## src/rtl/alu_operand_sequencer_if.sv

```systemverilog
// Operand-in / result-out bus for alu_operand_sequencer.
//   in_valid/in_ready/in_data    : serial operand stream from the internal data bus
//   res_valid/res_ready/res_data : result handshake toward register-file write-back
//   flag_z/flag_n                : zero / negative status of res_data
//   flag_p                       : parity of res_data (only with ALU_PARITY_FLAG_EN)
// Modports: master = bus side (operand source / result sink), slave = sequencer.
interface alu_operand_sequencer_if #(
    parameter int unsigned N = 8
);
    logic         in_valid;
    logic         in_ready;
    logic [N-1:0] in_data;
    logic         res_valid;
    logic         res_ready;
    logic [N-1:0] res_data;
    logic         flag_z;
    logic         flag_n;
`ifdef ALU_PARITY_FLAG_EN
    logic         flag_p;

    modport master (
        output in_valid, in_data, res_ready,
        input  in_ready, res_valid, res_data, flag_z, flag_n, flag_p
    );
    modport slave (
        input  in_valid, in_data, res_ready,
        output in_ready, res_valid, res_data, flag_z, flag_n, flag_p
    );
`else
    modport master (
        output in_valid, in_data, res_ready,
        input  in_ready, res_valid, res_data, flag_z, flag_n
    );
    modport slave (
        input  in_valid, in_data, res_ready,
        output in_ready, res_valid, res_data, flag_z, flag_n
    );
`endif
endinterface

```

## src/rtl/alu_operand_sequencer.sv

```systemverilog
// Operand sequencer for the combinational ALU op units.
// Collects operand A then B from the bus, holds them on op_a/op_b, samples the
// op unit result op_y one cycle later, and offers result + flags on the bus.
// Ports:
//   clk, rst_n : clock, asynchronous active-low reset
//   bus        : alu_operand_sequencer_if.slave (operand in, result out)
//   op_a, op_b : registered operands to the op unit
//   op_y       : combinational result from the op unit
//   busy       : high whenever not IDLE
//   op_count   : completed results, wraps modulo 256
// Optional feature: define ALU_PARITY_FLAG_EN to add flag_p (XOR-reduction of result).
module alu_operand_sequencer #(
    parameter int unsigned N = 8
) (
    input  logic                    clk,
    input  logic                    rst_n,
    alu_operand_sequencer_if.slave  bus,
    output logic [N-1:0]            op_a,
    output logic [N-1:0]            op_b,
    input  logic [N-1:0]            op_y,
    output logic                    busy,
    output logic [7:0]              op_count
);
    localparam int unsigned CNT_W = 8;

    localparam logic [1:0] IDLE  = 2'd0;
    localparam logic [1:0] GOT_A = 2'd1;
    localparam logic [1:0] EXEC  = 2'd2;
    localparam logic [1:0] HOLD  = 2'd3;

    logic [1:0] state_q;
    logic [1:0] state_d;
    logic       ready_c;
    logic       busy_c;
    logic       load_a;
    logic       load_b;
    logic       exec_en;
    logic       res_take;

    // State register
    always_ff @(posedge clk or negedge rst_n) begin
        if (!rst_n) begin
            state_q <= IDLE;
        end else begin
            state_q <= state_d;
        end
    end

    // Next state and per-state strobes; in_ready depends on state only
    always_comb begin
        state_d  = state_q;
        ready_c  = 1'b0;
        busy_c   = 1'b1;
        load_a   = 1'b0;
        load_b   = 1'b0;
        exec_en  = 1'b0;
        res_take = 1'b0;
        case (state_q)
            IDLE: begin
                ready_c = 1'b1;
                busy_c  = 1'b0;
                if (bus.in_valid) begin
                    load_a  = 1'b1;
                    state_d = GOT_A;
                end
            end
            GOT_A: begin
                ready_c = 1'b1;
                if (bus.in_valid) begin
                    load_b  = 1'b1;
                    state_d = EXEC;
                end
            end
            EXEC: begin
                exec_en = 1'b1;
                state_d = HOLD;
            end
            HOLD: begin
                if (bus.res_ready) begin
                    res_take = 1'b1;
                    state_d  = IDLE;
                end
            end
            default: begin
                state_d = IDLE;
            end
        endcase
    end

    assign bus.in_ready = ready_c;
    assign busy         = busy_c;

    // Operand capture, result sampling and completion counter
    always_ff @(posedge clk or negedge rst_n) begin
        if (!rst_n) begin
            op_a          <= '0;
            op_b          <= '0;
            bus.res_data  <= '0;
            bus.flag_z    <= 1'b0;
            bus.flag_n    <= 1'b0;
            bus.res_valid <= 1'b0;
            op_count      <= '0;
        end else begin
            if (load_a) begin
                op_a <= bus.in_data;
            end
            if (load_b) begin
                op_b <= bus.in_data;
            end
            if (exec_en) begin
                bus.res_data  <= op_y;
                bus.flag_z    <= (op_y == '0);
                bus.flag_n    <= op_y[N-1];
                bus.res_valid <= 1'b1;
                op_count      <= op_count + CNT_W'(1);
            end else if (res_take) begin
                bus.res_valid <= 1'b0;
            end
        end
    end

`ifdef ALU_PARITY_FLAG_EN
    // Parity of the sampled result, held like the other flags
    always_ff @(posedge clk or negedge rst_n) begin
        if (!rst_n) begin
            bus.flag_p <= 1'b0;
        end else if (exec_en) begin
            bus.flag_p <= ^op_y;
        end
    end
`endif

endmodule

```

## src/flat_wrapper.sv

```systemverilog
// flat-port wrapper written by rule: the top's interface ports become plain ports
module alu_operand_sequencer_flat 
#(
    parameter int unsigned N = 8
)
  (clk, rst_n, op_a, op_b, op_y, busy, op_count, bus_in_valid, bus_in_data, bus_res_ready, bus_in_ready, bus_res_valid, bus_res_data, bus_flag_z, bus_flag_n);
  alu_operand_sequencer_if #(.N(N)) bus_i ();
  input  logic clk;
  input  logic rst_n;
  output logic [N-1:0] op_a;
  output logic [N-1:0] op_b;
  input  logic [N-1:0] op_y;
  output logic busy;
  output logic [7:0] op_count;
  input wire logic [$bits(bus_i.in_valid)-1:0] bus_in_valid;
  input wire logic [$bits(bus_i.in_data)-1:0] bus_in_data;
  input wire logic [$bits(bus_i.res_ready)-1:0] bus_res_ready;
  output wire logic [$bits(bus_i.in_ready)-1:0] bus_in_ready;
  output wire logic [$bits(bus_i.res_valid)-1:0] bus_res_valid;
  output wire logic [$bits(bus_i.res_data)-1:0] bus_res_data;
  output wire logic [$bits(bus_i.flag_z)-1:0] bus_flag_z;
  output wire logic [$bits(bus_i.flag_n)-1:0] bus_flag_n;
  assign bus_i.in_valid = bus_in_valid;
  assign bus_i.in_data = bus_in_data;
  assign bus_i.res_ready = bus_res_ready;
  assign bus_in_ready = bus_i.in_ready;
  assign bus_res_valid = bus_i.res_valid;
  assign bus_res_data = bus_i.res_data;
  assign bus_flag_z = bus_i.flag_z;
  assign bus_flag_n = bus_i.flag_n;
  alu_operand_sequencer #(.N(N)) u_core (.clk(clk), .rst_n(rst_n), .bus(bus_i), .op_a(op_a), .op_b(op_b), .op_y(op_y), .busy(busy), .op_count(op_count));
endmodule
```

## config.mk

```make
export PLATFORM = sky130hd
export DESIGN_NAME = alu_operand_sequencer_flat
export DESIGN_NICKNAME = d
export VERILOG_FILES = /design/src/rtl/alu_operand_sequencer_if.sv /design/src/rtl/alu_operand_sequencer.sv /design/src/flat_wrapper.sv
export SDC_FILE = /design/constraint.sdc
export NUM_CORES = 1
export LEC_CHECK = 0
export BUFFER_PORTS_ARGS = -buffer_cell sky130_fd_sc_hd__buf_2
export CAP_MARGIN = 15
export CORE_MARGIN = 5
export CORE_UTILIZATION = 43
export DETAILED_ROUTE_END_ITERATION = 6
export PLACE_DENSITY_LB_ADDON = 0.1
export SYNTH_ARGS = -nofsm -noshare
export SYNTH_HDL_FRONTEND = slang
export SYNTH_SLANG_ARGS = --single-unit
```

## constraint.sdc

```tcl
create_clock -name clk -period 1.4 [get_ports clk]
set_clock_uncertainty 0.1 [all_clocks]
set_input_delay 0.35 -clock clk [delete_from_list [all_inputs] [get_ports clk]]
set_output_delay 0.35 -clock clk [all_outputs]
set_load 0.02 [all_outputs]
```

Word level (Yosys, flattened, before mapping)

Index checks and enable logic that the tools add are counted.

Eq/ne operators: 6
Muxes and demuxes: 14
$add $sub $neg: 1
Reductions and logical operators: 5

Operators by type and width:

| kind                                                                   | count |
|---|---|
| 1-bit two-way mux                                                      | 10 |
| 8-bit by 1-bit adder with 8-bit output (second input constant)         | 1 |
| 8-bit zero test                                                        | 1 |
| 2-bit case mux with 4 select lines                                     | 1 |
| 2-bit two-way mux                                                      | 3 |
| 2-bit inequality test (second input constant)                          | 3 |
| 2-bit equality test (second input constant)                            | 2 |
| 3-bit AND reduction                                                    | 1 |
| 2-bit by 1-bit equality test with 1-bit output (second input constant) | 1 |
| 2-bit zero test                                                        | 1 |
| 2-bit nonzero test                                                     | 1 |
| 2-bit OR reduction                                                     | 1 |

Bits in registers: 37
Word-level logic and storage cells: 34
Input bits: 20
Output and inout port bits: 37

Longest topological paths before layout

Gate-level depths: netlist of the first run.

Word-level depth: 4
Gate-level depth with buffers: 6
Mapped depth without buffers: 5

Worst setup path after synthesis of the first run

Ideal clock, no wire load.

Kind: register -> register
Start: reg u_core.state_q[0]
End: reg u_core.bus.res_data[4]
Stages on the path, launching flop included: 6
Setup slack: -0.048 ns
Clock period less this slack: 1.448 ns
Library setup time: 0.125 ns
Path buffers: 2
Data required time: 1.175 ns
Arrival time: 1.223 ns
Cell sequence: dfrtp_1 > inv_1 > ha_1 > buf_4 > buf_6 > mux2_2

Longest elaborated chain between the ends: 2

RTL lines:

| element                  | line                           | text |
|---|---|---|
| start: declaration       | alu_operand_sequencer.sv:31    | `logic [1:0] state_q;` |
| start signal: assignment | alu_operand_sequencer.sv:45    | `state_q <= state_d;` |
| 2-bit equality test      | alu_operand_sequencer.sv:58    | `case (state_q)` |
| 1-bit two-way mux        | alu_operand_sequencer.sv:58    |  |
| named net u_core.exec_en | alu_operand_sequencer.sv:37    | `logic exec_en;` |
| end signal: assignment   | alu_operand_sequencer.sv:111   | `bus.res_data <= op_y;` |
| end: declaration         | alu_operand_sequencer_if.sv:36 | `output in_ready, res_valid, res_data, flag_z, flag_n` |

The timed path passes the listed nets, and every way through them passes these cells.
A chain may end at the register's enable or synchronous reset.

Worst setup path after layout of the first run

Start: reg u_core.state_q[0]
End: reg u_core.state_q[1]

Longest elaborated chain between the ends: 3
Elaborated cells on any way between the ends: 9
Those cells by class: eq/ne (6); mux (1); reduce/logical (2)

RTL lines:

| element                                     | line |
|---|---|
| 2-bit equality test (tied with other cells) | alu_operand_sequencer.sv:58 |
| 2-bit inequality test (no source line)      | n/a |
| 3-bit AND reduction (no source line)        | n/a |

Parallel ways exist; a longest one is shown, timed or not.

==> results of run 1 <==
area by class of cell:
| cell class | count | area (um2) |
|---|---|---|
| Tap cell | 46 | 57.6 |
| Clock inverter | 2 | 35.0 |
| Sequential cell | 36 | 901 |
| Timing Repair Buffer | 87 | 647 |
| Fill cell | 267 | 950 |
| Multi-Input combinational cell | 60 | 709 |
| Inverter | 6 | 22.5 |
| Clock buffer | 6 | 41.3 |
metrics by stage:
step / util [%] / hold slack [ns] / worst slack (ns) / instance area, um2
2_1_floorplan: - / -0.0456 / -0.0118 / 1510
3_3_place_gp: 55.9 / 0.225 / -0.0279 / 1880
3_5_place_dp: 55.9 / 0.227 / -0.0641 / 1880
4_1_cts: 65.8 / 0.136 / -0.342 / 2210
5_1_grt: 71.8 / 0.121 / -0.418 / 2410
6_report: 71.8 / 0.151 / -0.351 / 2410
worst max-delay path, stage by stage, from the launching register on:
cell,delay [ns]
dfrtp_1,0.45
inv_2,0.10
ha_4,0.16
nor2_4,0.04
buf_4,0.12
buf_6,0.10
buf_6,0.10
o22ai_4,0.15
mux2_4,0.31
routing by layer:
| metal | up-vias | wire length [um] |
|---|---|---|
| met5 | - | 0 |
| met4 | 0 | 23 |
| met3 | 4 | 289 |
| met2 | 42 | 1730 |
| met1 | 526 | 1350 |
| li1 | 548 | - |
final timing paths:
path | end | from | depth (start not counted) | slack [ns]
min in group asynchronous | u_core.op_count[0] | rst_n | 3 | 0.41
max reg2reg | u_core.state_q[1] | u_core.state_q[0] | 8 | -0.35
min reg2reg | u_core.bus.res_valid | u_core.bus.res_valid | 1 | 0.40
max in group asynchronous | u_core.bus.res_data[2] | rst_n | 3 | 0.60
max | u_core.state_q[1] | u_core.state_q[0] | 8 | -0.35
min | u_core.op_a[7] | bus_in_data[7] | 2 | 0.15
cells by family (layout without fill, tap and decap cells):
| kind of cell | count (synthesis) | in the layout | share of synthesized area, % |
|---|---|---|---|
| AOI/OAI and AO/OA | 3 | 3 | 1.66 |
| xor gates and xnor gates | 7 | 7 | 4.07 |
| DFF | 36 | 36 | 59.9 |
| adders and majority gates | 6 | 6 | 4.99 |
| and+or+nand+nor | 17 | 17 | 5.82 |
| buffers and inverters | 9 | 101 | 3.24 |
| muxes | 27 | 27 | 20.4 |
report_power, final:
part	leakage, uW	internal (uW)	switching (uW)
Sequential	0.000433	1530	272
Clock	0.0000422	374	339
Combinational	0.000725	2070	1770
Total	0.00120	3970	2380
sequential cells by signal, summed over array words and instances, names as in the netlist:
name,count
u_core.bus.res_data,8
u_core.op_count,8
u_core.state_q,2
u_core.op_a,8
u_core.op_b,8
u_core.bus.res_valid,1
u_core.bus.flag_z,1
layout by cell type (no fill, tap or decap), drive strengths merged:
cell type and n:
o21ai 1, nor2 4, clkinv 1, ha 6, inv 6, buf 86, nand2 5, o22ai 1
xnor2 4, nand4 4, xor2 3, nor4 2, bufinv 1, and3 1, nand3 1, mux2 26
clkbuf 6, a21o 1, dlygate4sd3 1, dfrtp 36, mux2i 1
timing repair:
item                                    in CTS  in global routing
hold buffers                                 1                  0
setup buffers                               13                 10
endpoints found under the setup margin      34                 50
resized for setup                           35                 31
pin swaps                                    5                 10
gates cloned                                 1                  0
hold endpoints to repair                    36                  0
==> flow_metrics.env, run 1 <==
export IMPL_status="finished with violations"
export IMPL_violations="setup timing"
export IMPL_synth_top_area_share_pct=59.9
export IMPL_synthDistinctLibCells=20
export IMPL_avgSynthCellArea_um2=14.3
export IMPL_worstHoldPathType="in2reg"
export IMPL_yosys_top_cells_count="dfrtp_1, mux2_2, ha_1, inv_1"
export IMPL_busiest_layer="met2"
export IMPL_n_antenna_cell=0
export IMPL_dr_pass1_iters=3
export IMPL_syn_area_mm2=0.00151
export IMPL_drive_above_1_share_pct=70.1
export IMPL_yosysMostFrequentCell="dfrtp_1"
export IMPL_maxCapViolCount=0
export IMPL_path_max_fanout=3
export IMPL_wl_um=3390
export IMPL_antenna_found_initial=0
export IMPL_ys_seq_elements=36
export IMPL_grt_usage_pct=14.2
export IMPL_finalMaxSlewViolations=0
export IMPL_async_flop_share_pct=100
export IMPL_p_leak_uw=0.00120
export IMPL_cts_made_buffers=5
export IMPL_pin_count=57
export IMPL_grt_pass1_vias=1204
export IMPL_crit_path_end_kind="flop"
export IMPL_synth_area_leaders="dfrtp_1, mux2_2, ha_1, xnor2_1, xor2_1"
export IMPL_vias=1120
export IMPL_port_buffers=56
export IMPL_rows=21
export IMPL_irDropWorstVdd_mv=1.26
export IMPL_grt_util_met2_pct=23.7
export IMPL_hold_viol=0
export IMPL_syn_inst=105
export IMPL_tightest_slew_ns=0.264
export IMPL_clock_sinks=36
export IMPL_cp_arrival_ns=1.88
export IMPL_wire_per_inst_um=14.0
export IMPL_root_buffer="clkbuf_4"
export IMPL_setup_ws_ns=-0.351
export IMPL_fin_crit_ns=1.75
export IMPL_post_dp_hpwl_um=2210
export IMPL_grt_pass1_wl_um=5430
export IMPL_die_x_um=69.2
export IMPL_drt_iter0_drc=42
export IMPL_gr_total_overflow=0
export IMPL_placed_cells=210
export IMPL_power_density_mw_per_mm2=2630
export IMPL_maxSlewHeadroom_pct=82.2
export IMPL_required_ns=1.53
export IMPL_layout_cells_non_filler=243
export IMPL_clk_latency_ns=0.33
export IMPL_fin_setup_tns_ns=-5.92
export IMPL_avgViaCountPerCell=4.61
export IMPL_grt_start_max_net_pins=37
export IMPL_grtUsageMet3_pct=6.69
export IMPL_clk_pin_slew_worst_paths_ns=0.11
export IMPL_rsz0062_at_grt="yes"
export IMPL_fmax_mhz=571
export IMPL_met1_usage_pct=15.8
export IMPL_clockBufferDepth=2
export IMPL_ys_warn_count=0
export IMPL_place_congestion=0.736
export IMPL_cts_tree="yes"
export IMPL_synth_nets=131
export IMPL_yosysTopAreaCell="dfrtp_1"
export IMPL_htree_num_levels=2
export IMPL_synth_edf_count=0
export IMPL_fin_crit_sh_pct=125
export IMPL_drcViolationCount=0
export IMPL_syn_to_final_growth_pct=60.3
export IMPL_die_area_mm2=0.00478
export IMPL_finalPower_uw=6350
export IMPL_critPathKind="reg2reg"
export IMPL_ys_flop_type="dfrtp_1"
export IMPL_core_mm2=0.00336
export IMPL_finalSetupViolCount=29
export IMPL_nNetsFinal=222
export IMPL_die_h_um=69.2
export IMPL_antenna_left=0
export IMPL_synth_seq_area_share_pct=59.9
export IMPL_startpoint_type="flop"
export IMPL_start_util_pct=44.8
No activity file was read; power rests on OpenSTA's default activity.
==> run 2, diff against run 1 <==
--- a/config.mk
+++ b/config.mk
@@ -5,11 +5,11 @@
 export SDC_FILE = /design/constraint.sdc
 export NUM_CORES = 1
 export LEC_CHECK = 0
-export BUFFER_PORTS_ARGS = -buffer_cell sky130_fd_sc_hd__buf_2
 export CAP_MARGIN = 15
 export CORE_MARGIN = 5
-export CORE_UTILIZATION = 43
+export CORE_UTILIZATION = 55
 export DETAILED_ROUTE_END_ITERATION = 6
+export DONT_BUFFER_PORTS = 1
 export PLACE_DENSITY_LB_ADDON = 0.1
 export SYNTH_ARGS = -nofsm -noshare
 export SYNTH_HDL_FRONTEND = slang
==> constraint.sdc (replaced) <==
create_clock -name clk -period 1.5 [get_ports clk]
set_clock_uncertainty 0.1 [all_clocks]
set_input_delay 0.375 -clock clk [delete_from_list [all_inputs] [get_ports clk]]
set_output_delay 0.375 -clock clk [all_outputs]
set_load 0.02 [all_outputs]
==> run 2 against run 1 <==
Effect of this change:
- the flow still finishes with violations (setup timing)
- cell count down 37%
- sequential cell count unchanged
- register-to-register slack better by 0.30 ns
- sequential power up 28%
- first-iteration DRC count down 67%
- sequential share of layout area up 13 points
- highest routed layer unchanged
- clock power down 40%
- critical path type is now reg2out
- clock-buffer cell count down 1
- die area down 19%
- worst hold slack worse by 0.058 ns
- via count down 22%
- non-clock buffer count down 72
==> flow_metrics.env, run 2 (synthesized netlist as in run 1, its figures left out) <==
export IMPL_fin_crit_sh_pct=111
export IMPL_die_x_um=62.3
export IMPL_cts_made_buffers=5
export IMPL_fin_crit_ns=1.66
export IMPL_fin_setup_tns_ns=-0.376
export IMPL_layout_cells_non_filler=153
export IMPL_pin_count=57
export IMPL_nNetsFinal=150
export IMPL_wire_per_inst_um=18.4
export IMPL_start_util_pct=56.0
export IMPL_drcViolationCount=0
export IMPL_path_max_fanout=2
export IMPL_holdPathStages=1
export IMPL_seqCellArea_um2=901
export IMPL_power_density_mw_per_mm2=2460
export IMPL_crit_path_cell_trace="buf_6 > ha_4 > nor2_4 > inv_2"
export IMPL_grt_pass1_wl_um=5020
export IMPL_core_mm2=0.00269
export IMPL_worstHoldPathType="in2reg"
export IMPL_rsz0062_at_grt="yes"
export IMPL_layout_commonest_cell="dfrtp_1"
export IMPL_grt_usage_pct=16.3
export IMPL_layout_common_cells="dfrtp_1, mux2_2, buf_4"
export IMPL_pre_cts_ws_ns=-0.0370
export IMPL_tightest_slew_ns=0.403
export IMPL_maxCapViolCount=0
export IMPL_violations="setup timing"
export IMPL_place_congestion=0.755
export IMPL_rows=19
export IMPL_cp_buffers_inverters=2
export IMPL_vias=879
export IMPL_required_ns=1.02
export IMPL_crit_path_end_kind="primary output"
export IMPL_fin_hold_ws_ns=0.0926
export IMPL_avgViaCountPerCell=5.75
export IMPL_fmax_mhz=601
export IMPL_syn_to_final_growth_pct=18.8
export IMPL_clock_sinks=36
export IMPL_drt_iter0_drc=14
export IMPL_maxSlewHeadroom_pct=73.1
export IMPL_antenna_left=0
export IMPL_hold_viol=0
export IMPL_placed_cells=141
export IMPL_finalMaxSlewViolations=0
export IMPL_critPathKind="reg2out"
export IMPL_grt_pass1_vias=983
export IMPL_root_buffer="clkbuf_4"
export IMPL_post_dp_hpwl_um=1950
export IMPL_status="finished with violations"
export IMPL_multi_input_area_um2=649
export IMPL_r2r_start="u_core.state_q[0]"
export IMPL_wl_um=2810
export IMPL_n_antenna_cell=0
export IMPL_p_leak_uw=0.000821
export IMPL_htree_num_levels=2
export IMPL_setup_ws_ns=-0.164
export IMPL_min_to="u_core.op_b[1]"
export IMPL_startpoint_type="flop"
export IMPL_dr_pass1_iters=4
export IMPL_irDropWorstVdd_mv=1.62
export IMPL_r2r_cells=7
export IMPL_clockBufferDepth=2
export IMPL_clk_latency_ns=0.32
export IMPL_nFillCells=205
export IMPL_regToRegSetupSlack_ns=-0.05
export IMPL_r2r_end="u_core.state_q[1]"
export IMPL_cts_tree="yes"
export IMPL_gr_total_overflow=0
export IMPL_grt_start_max_net_pins=37
export IMPL_antenna_found_initial=0
export IMPL_min_delay_start="bus_in_data[1]"
export IMPL_port_buffers=0
export IMPL_cp_arrival_ns=1.19
export IMPL_finalPower_uw=4400
export IMPL_crit_family="flip-flops"
export IMPL_clk_pin_slew_worst_paths_ns=0.09
export IMPL_critical_path_slowest_cell="dfrtp_1"
export IMPL_die_area_mm2=0.00388
export IMPL_slowest_delay_ns=0.41
export IMPL_die_h_um=62.3
export IMPL_drive_above_1_share_pct=47.5
export IMPL_finalSetupViolCount=4
-- run 2: repair_timing --
action / 4_1_cts / 5_1_grt
endpoints found under the hold margin: 36 / 0
buffers inserted: 3 / 4
pin swaps: 2 / 4
gates resized for setup: 13 / 14
hold buffers: 2 / 0
setup endpoints to repair: 28 / 30
-- run 2: layout make-up --
cell class | instances | area share (%)
Multi-Input combinational cell | 60 | 36.3
Clock buffer | 5 | 2.10
Sequential cell | 36 | 50.4
Inverter | 6 | 1.26
Timing Repair Buffer | 15 | 7.77
Tap cell | 31 | 2.17
-- run 2: where the power goes --
part,leakage [uW],switching [uW],total [uW],internal [uW]
combinational,0.000365,683,1670,987
clock,0.0000230,273,429,157
sequential,0.000433,878,2300,1420
-- run 2: per-stage QoR --
| stage | util [%] | cell area (um2) |
|---|---|---|
| 2_1_floorplan | - | 1510 |
| 3_3_place_gp | 58.7 | 1580 |
| 3_5_place_dp | 58.7 | 1580 |
| 4_1_cts | 64.1 | 1720 |
| 5_1_grt | 66.6 | 1790 |
| 6_report | 66.6 | 1790 |
-- run 2: worst max-delay path by stage --
stage	end	from	cells past startpoint
finish	bus_in_ready	u_core.state_q[0]	4
global route	bus_in_ready	u_core.state_q[1]	4
CTS	bus_in_ready	u_core.state_q[0]	4
detailed placement	u_core.state_q[1]	u_core.state_q[1]	5
global placement	u_core.state_q[1]	u_core.state_q[1]	5
floorplan	u_core.bus.res_data[4]	u_core.state_q[0]	5
-- run 2: layer usage --
layer | wire length [um] | GRT usage [%]
met1 | 1070 | 18.4
met2 | 1430 | 25.8
met3 | 276 | 8.11
met4 | 42 | 7.16
met5 | 0 | 0
